[src/rtl/motoro3_pkg.sv]
// Shared constants and the sine-shaped step table for the motoro3 step sequencer.
package motoro3_pkg;

  localparam int CNT_W      = 25;
  localparam int MIN_PERIOD = 4;
  localparam int STEP_W     = 4;
  localparam int TAB_W      = 14;
  localparam int AMP_W      = 8;
  localparam int PL_W       = 16;

  typedef logic [STEP_W-1:0] step_t;

  // Unsigned 14-bit position length for each of the 16 electrical steps.
  function automatic logic [TAB_W-1:0] step_tab(input step_t s);
    case (s)
      4'd0:    step_tab = 14'd0;
      4'd1:    step_tab = 14'd1561;
      4'd2:    step_tab = 14'd3061;
      4'd3:    step_tab = 14'd4445;
      4'd4:    step_tab = 14'd5657;
      4'd5:    step_tab = 14'd6651;
      4'd6:    step_tab = 14'd7391;
      4'd7:    step_tab = 14'd7846;
      4'd8:    step_tab = 14'd8000;
      4'd9:    step_tab = 14'd7846;
      4'd10:   step_tab = 14'd7391;
      4'd11:   step_tab = 14'd6651;
      4'd12:   step_tab = 14'd5657;
      4'd13:   step_tab = 14'd4445;
      4'd14:   step_tab = 14'd3061;
      default: step_tab = 14'd1561;
    endcase
  endfunction

endpackage

[src/rtl/motoro3_step_sequencer_if.sv]
// Register-file requests into the sequencer and timing outputs towards the PWM generator.
interface motoro3_step_sequencer_if #(
  parameter int CNT_W = motoro3_pkg::CNT_W
);
  logic             m3r_enable;
  logic [CNT_W-1:0] m3r_periodLen;
  logic [1:0]       m3r_stepSplitMax;
  logic [7:0]       m3r_amplitude;

  logic [CNT_W-1:0] m3cnt;
  logic             m3cntFirst1;
  logic             m3cntFirst2;
  logic             m3cntLast2;
  logic             m3cntLast1;
  logic [3:0]       sgStep;
  logic [15:0]      plLen;
  logic             pwmActive1;
  logic             cycleDone;

  // Register file side: issues run requests, observes the timing outputs.
  modport master (
    output m3r_enable, m3r_periodLen, m3r_stepSplitMax, m3r_amplitude,
    input  m3cnt, m3cntFirst1, m3cntFirst2, m3cntLast2, m3cntLast1,
           sgStep, plLen, pwmActive1, cycleDone
  );

  // Sequencer side.
  modport slave (
    input  m3r_enable, m3r_periodLen, m3r_stepSplitMax, m3r_amplitude,
    output m3cnt, m3cntFirst1, m3cntFirst2, m3cntLast2, m3cntLast1,
           sgStep, plLen, pwmActive1, cycleDone
  );
endinterface

[src/rtl/motoro3_pl_scaler.sv]
// Combinational step-table lookup scaled by amplitude: (STEP_TAB[step] * amp) >> 8.
module motoro3_pl_scaler
  import motoro3_pkg::*;
(
  input  step_t       step,
  input  logic [7:0]  amplitude,
  output logic [15:0] pl_len
);

  logic [21:0] prod;

  // 14x8 unsigned product; the top 14 bits are the scaled length (max 7968, never saturates).
  always_comb begin
    prod   = {8'd0, step_tab(step)} * {14'd0, amplitude};
    pl_len = {2'b00, prod[21:8]};
  end

endmodule

[src/rtl/motoro3_step_sequencer.sv]
// Period counter, strobes, electrical step index and position length for the PWM generator.
// All state changes on the falling clock edge so PWM inputs are stable for a full period.
module motoro3_step_sequencer
  import motoro3_pkg::*;
#(
  parameter int CNT_W      = motoro3_pkg::CNT_W,
  parameter int MIN_PERIOD = motoro3_pkg::MIN_PERIOD
) (
  input  logic                    clk,
  input  logic                    nRst,
  motoro3_step_sequencer_if.slave bus
);

  localparam logic [CNT_W-1:0] MIN_P = CNT_W'(MIN_PERIOD);

  logic [CNT_W-1:0] cnt_q, cnt_d;
  logic [CNT_W-1:0] period_q, period_d;
  logic [CNT_W-1:0] req_period;
  logic             first1_q, first1_d, first2_q, first2_d;
  logic             last2_q, last2_d, last1_q, last1_d;
  step_t            step_q, step_d;
  logic [1:0]       split_q, split_d;
  logic [15:0]      pl_len_q, pl_len_d, pl_scaled;
  logic             active_q, active_d;
  logic             cycle_done_q, cycle_done_d;
  logic             last_cnt, advance;

  // Boundary detection and the step the next period will use (feeds the scaler).
  always_comb begin
    last_cnt   = (cnt_q == period_q - CNT_W'(1));
    req_period = (bus.m3r_periodLen < MIN_P) ? MIN_P : bus.m3r_periodLen;
    // A split value above a lowered maximum counts as expired.
    advance    = last_cnt && bus.m3r_enable && (split_q >= bus.m3r_stepSplitMax);
    step_d     = advance ? step_q + 4'd1 : step_q;
  end

  motoro3_pl_scaler u_scaler (
    .step      (step_d),
    .amplitude (bus.m3r_amplitude),
    .pl_len    (pl_scaled)
  );

  // Next-state: counter always runs; everything else only moves on the boundary edge.
  always_comb begin
    cnt_d        = last_cnt ? '0 : cnt_q + CNT_W'(1);
    period_d     = last_cnt ? req_period : period_q;
    active_d     = last_cnt ? bus.m3r_enable : active_q;
    split_d      = split_q;
    cycle_done_d = cycle_done_q;
    pl_len_d     = pl_len_q;
    if (last_cnt) begin
      cycle_done_d = advance && (step_q == 4'hF);
      pl_len_d     = bus.m3r_enable ? pl_scaled : 16'd0;
      if (bus.m3r_enable) begin
        split_d = advance ? 2'd0 : split_q + 2'd1;
      end
    end
    // Strobes are decoded from the next count against the period that count belongs to.
    first1_d = (cnt_d == '0);
    first2_d = (cnt_d == CNT_W'(1));
    last2_d  = (cnt_d == period_d - CNT_W'(2));
    last1_d  = (cnt_d == period_d - CNT_W'(1));
  end

  // State registers on the falling edge with asynchronous active-low clear.
  always_ff @(negedge clk or negedge nRst) begin
    if (!nRst) begin
      cnt_q        <= '0;
      period_q     <= MIN_P;
      first1_q     <= 1'b0;
      first2_q     <= 1'b0;
      last2_q      <= 1'b0;
      last1_q      <= 1'b0;
      step_q       <= '0;
      split_q      <= '0;
      pl_len_q     <= '0;
      active_q     <= 1'b0;
      cycle_done_q <= 1'b0;
    end else begin
      cnt_q        <= cnt_d;
      period_q     <= period_d;
      first1_q     <= first1_d;
      first2_q     <= first2_d;
      last2_q      <= last2_d;
      last1_q      <= last1_d;
      step_q       <= step_d;
      split_q      <= split_d;
      pl_len_q     <= pl_len_d;
      active_q     <= active_d;
      cycle_done_q <= cycle_done_d;
    end
  end

  assign bus.m3cnt       = cnt_q;
  assign bus.m3cntFirst1 = first1_q;
  assign bus.m3cntFirst2 = first2_q;
  assign bus.m3cntLast2  = last2_q;
  assign bus.m3cntLast1  = last1_q;
  assign bus.sgStep      = step_q;
  assign bus.plLen       = pl_len_q;
  assign bus.pwmActive1  = active_q;
  assign bus.cycleDone   = cycle_done_q;

endmodule

[src/flat_wrapper.sv]
// flat-port wrapper written by rule: the top's interface ports become plain ports
module motoro3_step_sequencer_flat import motoro3_pkg::*;
#(
  parameter int CNT_W      = motoro3_pkg::CNT_W,
  parameter int MIN_PERIOD = motoro3_pkg::MIN_PERIOD
)
  (clk, nRst, bus_m3r_enable, bus_m3r_periodLen, bus_m3r_stepSplitMax, bus_m3r_amplitude, bus_m3cnt, bus_m3cntFirst1, bus_m3cntFirst2, bus_m3cntLast2, bus_m3cntLast1, bus_sgStep, bus_plLen, bus_pwmActive1, bus_cycleDone);
  motoro3_step_sequencer_if #(.CNT_W(CNT_W)) bus_i ();
  input  logic clk;
  input  logic nRst;
  input wire logic [$bits(bus_i.m3r_enable)-1:0] bus_m3r_enable;
  input wire logic [$bits(bus_i.m3r_periodLen)-1:0] bus_m3r_periodLen;
  input wire logic [$bits(bus_i.m3r_stepSplitMax)-1:0] bus_m3r_stepSplitMax;
  input wire logic [$bits(bus_i.m3r_amplitude)-1:0] bus_m3r_amplitude;
  output wire logic [$bits(bus_i.m3cnt)-1:0] bus_m3cnt;
  output wire logic [$bits(bus_i.m3cntFirst1)-1:0] bus_m3cntFirst1;
  output wire logic [$bits(bus_i.m3cntFirst2)-1:0] bus_m3cntFirst2;
  output wire logic [$bits(bus_i.m3cntLast2)-1:0] bus_m3cntLast2;
  output wire logic [$bits(bus_i.m3cntLast1)-1:0] bus_m3cntLast1;
  output wire logic [$bits(bus_i.sgStep)-1:0] bus_sgStep;
  output wire logic [$bits(bus_i.plLen)-1:0] bus_plLen;
  output wire logic [$bits(bus_i.pwmActive1)-1:0] bus_pwmActive1;
  output wire logic [$bits(bus_i.cycleDone)-1:0] bus_cycleDone;
  assign bus_i.m3r_enable = bus_m3r_enable;
  assign bus_i.m3r_periodLen = bus_m3r_periodLen;
  assign bus_i.m3r_stepSplitMax = bus_m3r_stepSplitMax;
  assign bus_i.m3r_amplitude = bus_m3r_amplitude;
  assign bus_m3cnt = bus_i.m3cnt;
  assign bus_m3cntFirst1 = bus_i.m3cntFirst1;
  assign bus_m3cntFirst2 = bus_i.m3cntFirst2;
  assign bus_m3cntLast2 = bus_i.m3cntLast2;
  assign bus_m3cntLast1 = bus_i.m3cntLast1;
  assign bus_sgStep = bus_i.sgStep;
  assign bus_plLen = bus_i.plLen;
  assign bus_pwmActive1 = bus_i.pwmActive1;
  assign bus_cycleDone = bus_i.cycleDone;
  motoro3_step_sequencer #(.CNT_W(CNT_W), .MIN_PERIOD(MIN_PERIOD)) u_core (.clk(clk), .nRst(nRst), .bus(bus_i));
endmodule
[config.mk]
export PLATFORM = sky130hd
export DESIGN_NAME = motoro3_step_sequencer_flat
export DESIGN_NICKNAME = d
export VERILOG_FILES = /design/src/rtl/motoro3_pkg.sv /design/src/rtl/motoro3_step_sequencer_if.sv /design/src/rtl/motoro3_pl_scaler.sv /design/src/rtl/motoro3_step_sequencer.sv /design/src/flat_wrapper.sv
export SDC_FILE = /design/constraint.sdc
export NUM_CORES = 1
export LEC_CHECK = 0
export BUFFER_PORTS_ARGS = -buffer_cell sky130_fd_sc_hd__buf_2
export CAP_MARGIN = 20
export CELL_PAD_IN_SITES_DETAIL_PLACEMENT = 0
export CELL_PAD_IN_SITES_GLOBAL_PLACEMENT = 1
export CORE_UTILIZATION = 45
export DETAILED_ROUTE_END_ITERATION = 10
export PLACE_DENSITY = 0.77
export SETUP_SLACK_MARGIN = 0.02
export SLEW_MARGIN = 25
export SYNTH_ARGS = -nofsm -noshare
export SYNTH_HDL_FRONTEND = slang
export SYNTH_HIERARCHICAL = 1
export SYNTH_SLANG_ARGS = --single-unit
[constraint.sdc]
create_clock -name clk -period 12 [get_ports clk]
set_clock_uncertainty 0.15 [all_clocks]
set_input_delay 2.4 -clock clk [delete_from_list [all_inputs] [get_ports clk]]
set_output_delay 2.4 -clock clk [all_outputs]
set_load 0.02 [all_outputs]
Yosys cells after proc, flatten, opt, wreduce, memory -nomap -nowiden
Memory sizes are Yosys's and may differ from the RTL's.
Index checks and enable logic that the tools add are counted.
Word-level totals
  register bits: 78
  memory bits (read-only): 208
  bits of input ports: 38
  output and inout port bits: 51
  logic and storage cells: 37
  memories: 1
Memories
  (name not given): words 16, bits a word 13, rd ports 1, clocked after Yosys merged registers in 0, wr ports 0, RTL line motoro3_pkg.sv:15  | case (s)
Operators by class
  add/sub/neg operators: 6
  $mul: 1
  magnitude comparators: 2
  equality and inequality tests: 5
  mux-type cells: 6
  reduce and logical (&&, ||, !) cells: 5
Operator list (count)
  $eq 25x25->1: 3
  $mux 25: 3
  $sub 25x1->25 const B: 2
  $add 25x1->25 const B: 1
  $eq 25x1->1 const B: 1
  $logic_not 25->1: 1
  $lt 25x3->1 const B: 1
  $sub 25x2->25 const B: 1
  $mul 14x8->22: 1
  $mux 14: 1
  $add 4x1->4 const B: 1
  $eq 4x4->1 const B: 1
  $mux 4: 1
  $logic_and 1x1->1: 3
  $add 2x1->2 const B: 1
  $ge 2x2->1: 1
  $mux 2: 1
  $reduce_and 2->1: 1

Logic depth before layout (Yosys ltp)
An unclocked memory read counts as a cell.
  depth after elaboration: 8
  depth in mapped cells: 37
  mapped depth without buffers: 35

Modules after synthesis
Netlist, hierarchy kept.
Modules (own cells, without submodules)
  motoro3_step_sequencer: times used 1, cells each 765, area each 6433.7 µm², sequential area each 1953.1 µm²
  motoro3_pl_scaler: times used 1, cells each 413, area each 3558.4 µm², sequential area each 0.0 µm²

==> summary.txt <==
Critical path
  – Max FO, Critical Path: 6
  – Crit path top cell by count: buf_6
  – Highest cell delay on the worst timing path: 0.52 ns
  – CP Data Required Time: 6.02 ns
  – R2R Path End: u_core/bus.plLen[10]
  – Critical Path Start Type: primary input
  – Worst R2R Setup Slack: 3.07 ns
  – CP max stage cell: fa_1
  – Crit. End Element: flop
  – R2R depth: 32
  – Crit path arrival time: 8.13 ns
  – WS Path Type: in2reg
  – Worst r2r src: u_core/period_q[9]

Floorplanning
  – # IOs: 89
  – Die width: 151.0 µm
  – Die area: 0.02280 mm²
  – Core Box Area: 0.02182 mm²
  – Chip height: 151.0 µm
  – Starting Density: 45.79%
  – Std-Cell Rows: 54

STA
  – Measured slew at the worst slew-check pin: 0.9049 ns
  – Slew margin rel.: 39.31%
  – Final setup viols: 16
  – Fin. Hold Viols: 0
  – Unrepaired setup endpoints after global routing: true
  – Worst setup margin: -2.110 ns
  – Final Max Tran Viols: 0

GRT
  – Vias in the first global route: 8877
  – Initial antenna violation count: 0
  – GRT overflow: 0
  – Overall Global Routing Usage: 26.92%
  – Largest net degree at the start of global routing: 74
  – First-pass GRT wire length: 47320 µm

Logic synthesis
  – Yosys warns: 6
  – Cells after Synth: 1178
  – Main synth FF type: dfrtn_1
  – Register bit total from synthesis: 78
  – Avg Cell Area, Syn: 8.482 µm²
  – Register area share after synthesis: 19.55%
  – Mapped cell area: 0.009992 mm²
  – Post-synth EDFFs: 0
  – Post-synth ARST share: 100.0%
  – Distinct cell type count after synthesis: 92

Final layout
  – Layout fillers: 2009
  – Synth-to-Final Area Change: 27.86%
  – # diodes: 0
  – Fin nets: 1534
  – Storage cell area: 0.001953 mm²
  – Multi-input gate area: 0.008071 mm²
  – Share of cells above drive strength 1: 29.69%
  – Design area: 0.01278 mm²

Detailed routing
  – Initial DRC Count: 683
  – DRC: 0
  – DRT Wirelength: 29180 µm
  – DR pass1 iterations: 5
  – Vias post-DR: 9228
  – Detail Route Antenna Nets: 0
  – Per-cell routed wire length: 17.57 µm
  – Vias per std cell: 5.556

Min path
  – Worst hold path type: reg2reg
  – Hold path depth: 2
  – Hold path startpoint: u_core/bus.plLen[12]
  – Worst Hold Endpoint: u_core/bus.plLen[12]

Placed design
  – Dpl ws: -2.675 ns
  – Post-DP HPWL: 23180 µm
  – Port Buffers: 88
  – GP Congestion: 0.9057
  – Area of placed instances: 0.01199 mm²

Clock tree
  – Clk slew on worst S/H paths: 0.05 ns
  – Clock Sinks: 78
  – Clk_lat worst skew: 0.39 ns
  – CTS tree: built
  – CTS root buffer: clkbuf_16
  – Num CTS Buffers: 9
  – Clock Path Buffers: 2
  – H-tree depth: 3

Power and ir drop
  – P per Cell Area: 233.5 mW/mm²
  – Leak: 0.005974 µW
  – Worst-case vdd ir drop: 142.3 µV

Status
  – Failing checks: negative setup slack
  – Status: complete, but fails checks

Run
  – Maximum capacitance violations: 0
-- cell usage in the layout (no fill, tap or decap), types with 22 or more instances in the layout --
master   count
inv_1       99
nand3_1     49
nor2_1      92
xnor2_1     78
nor3_1      35
nor2b_1     28
buf_4      146
dfrtn_1     77
nand2_1     55
buf_2       86
fa_1        61
ha_1        42
and2_1      51
xor2_1      46
o21ai_0     22
-- synthesized netlist by cell type (all sizes together) (3+ instances only) --
cell type	count	area, µm²
nor2	99	371.6
o31ai	4	30.03
a21oi	32	163.9
buf	23	140.1
a211oi	8	65.06
mux2i	9	90.09
dfrtn	77	1927
nand2	65	244.0
o32ai	3	26.28
nor3	37	185.2
nand4b	4	50.05
a31oi	12	90.09
nand2b	16	100.1
nand3b	7	52.55
a31o	3	26.28
inv	108	405.4
a221oi	3	32.53
nor2b	34	220.2
mux2	23	259.0
and2	59	369.1
or3	16	100.1
nor4b	6	65.06
nand4	18	112.6
and3	6	42.54
clkbuf	36	135.1
o21ai	47	239.0
ha	55	688.2
and4	5	43.79
fa	65	1301
nand3	51	255.2
o2111ai	6	58.80
o41ai	7	68.82
xor2	47	411.6
or4	14	112.6
a21o	10	75.07
or2	8	50.05
xnor2	82	718.2
nor3b	6	55.05
nor4	26	209.0
and3b	3	26.28
-- worst max-delay path, delay by kind of cell --
family	cells	cell delay, ns
compound gates	8	1.18
xor+xnor	3	0.57
buf+inv	7	0.77
fa+ha+maj	6	2.57
simple gates	6	0.63
-- worst max path at each step --
stage | startpoint | endpoint
after floorplan | bus_m3r_stepSplitMax[0] | u_core/bus.plLen[13]
after global placement | bus_m3r_stepSplitMax[0] | u_core/bus.plLen[13]
after detailed placement | bus_m3r_stepSplitMax[0] | u_core/bus.plLen[13]
after CTS | bus_m3r_stepSplitMax[0] | u_core/bus.plLen[13]
after global routing | bus_m3r_stepSplitMax[0] | u_core/bus.plLen[12]
final | bus_m3r_stepSplitMax[0] | u_core/bus.plLen[10]
-- registers in the layout, indices dropped and copies added (netlist names) --
register	cells
u_core/bus.m3cntFirst1	1
u_core/bus.plLen	16
u_core/bus.m3cntLast1	1
u_core/bus.sgStep	4
u_core/bus.m3cntFirst2	1
u_core/bus.m3cntLast2	1
u_core/split_q	2
u_core/bus.pwmActive1	1
u_core/period_q	25
u_core/bus.m3cnt	25
u_core/bus.cycleDone	1
-- through the flow --
| stage | std cells | hold WS (ns) | utilization, % | power [µW] | setup TNS (ns) |
|---|---|---|---|---|---|
| finish | 1661 | 0.3314 | 58.54 | 2983 | -27.77 |
| global route | 1661 | 0.3718 | 58.54 | 3268 | -31.32 |
| CTS | 1654 | 0.3424 | 57.79 | 2945 | -27.27 |
| floorplan | 1179 | 0.3125 | - | 1900 | -26.93 |
| detailed placement | 1621 | 0.3267 | 54.94 | 2559 | -35.75 |
| global placement | 1621 | 0.3259 | 54.94 | 2533 | -34.44 |
-- layout make-up --
| type | instances | area share [%] |
|---|---|---|
| tap | 280 | 2.742 |
| clock inverter | 6 | 0.3526 |
| inverter | 107 | 3.242 |
| sequential | 78 | 15.29 |
| timing repair buffer | 245 | 13.30 |
| clock buffer | 11 | 1.900 |
| multi-input combinational | 934 | 63.18 |
-- repair_timing --
item                                    4_1_cts  5_1_grt
pin swaps                                    41       23
gates resized for setup                      39       24
hold buffers                                  0        0
setup buffers                                17        7
endpoints found under the setup margin       16       16
-- power by group --
| part | internal (µW) | switching (µW) |
|---|---|---|
| logic | 1050 | 1200 |
| registers | 338 | 129 |
| clock network | 149 | 119 |
| total | 1540 | 1440 |
-- logic make-up (layout without fill, tap and decap cells) --
kind of cell    Yosys count  in the layout  synth area share, %
simple gates            484            484                27.05
other cells               1              2              0.03753
buf+inv                 167            369                6.812
compound gates          165            165                11.40
fa+ha+maj               120            120                19.91
xor+xnor                131            131                11.76
mux                      32             32                3.494
flops                    78             78                19.55
-- layer usage --
layer / track usage [%] / up-vias / wire length, µm
met5: 0 / - / 0
met4: 5.750 / 0 / 402
met3: 2.771 / 23 / 1445
met2: 41.28 / 267 / 12940
met1: 40.55 / 4482 / 14390
li1: - / 4456 / -
Power figures use the tool's default switching activity.
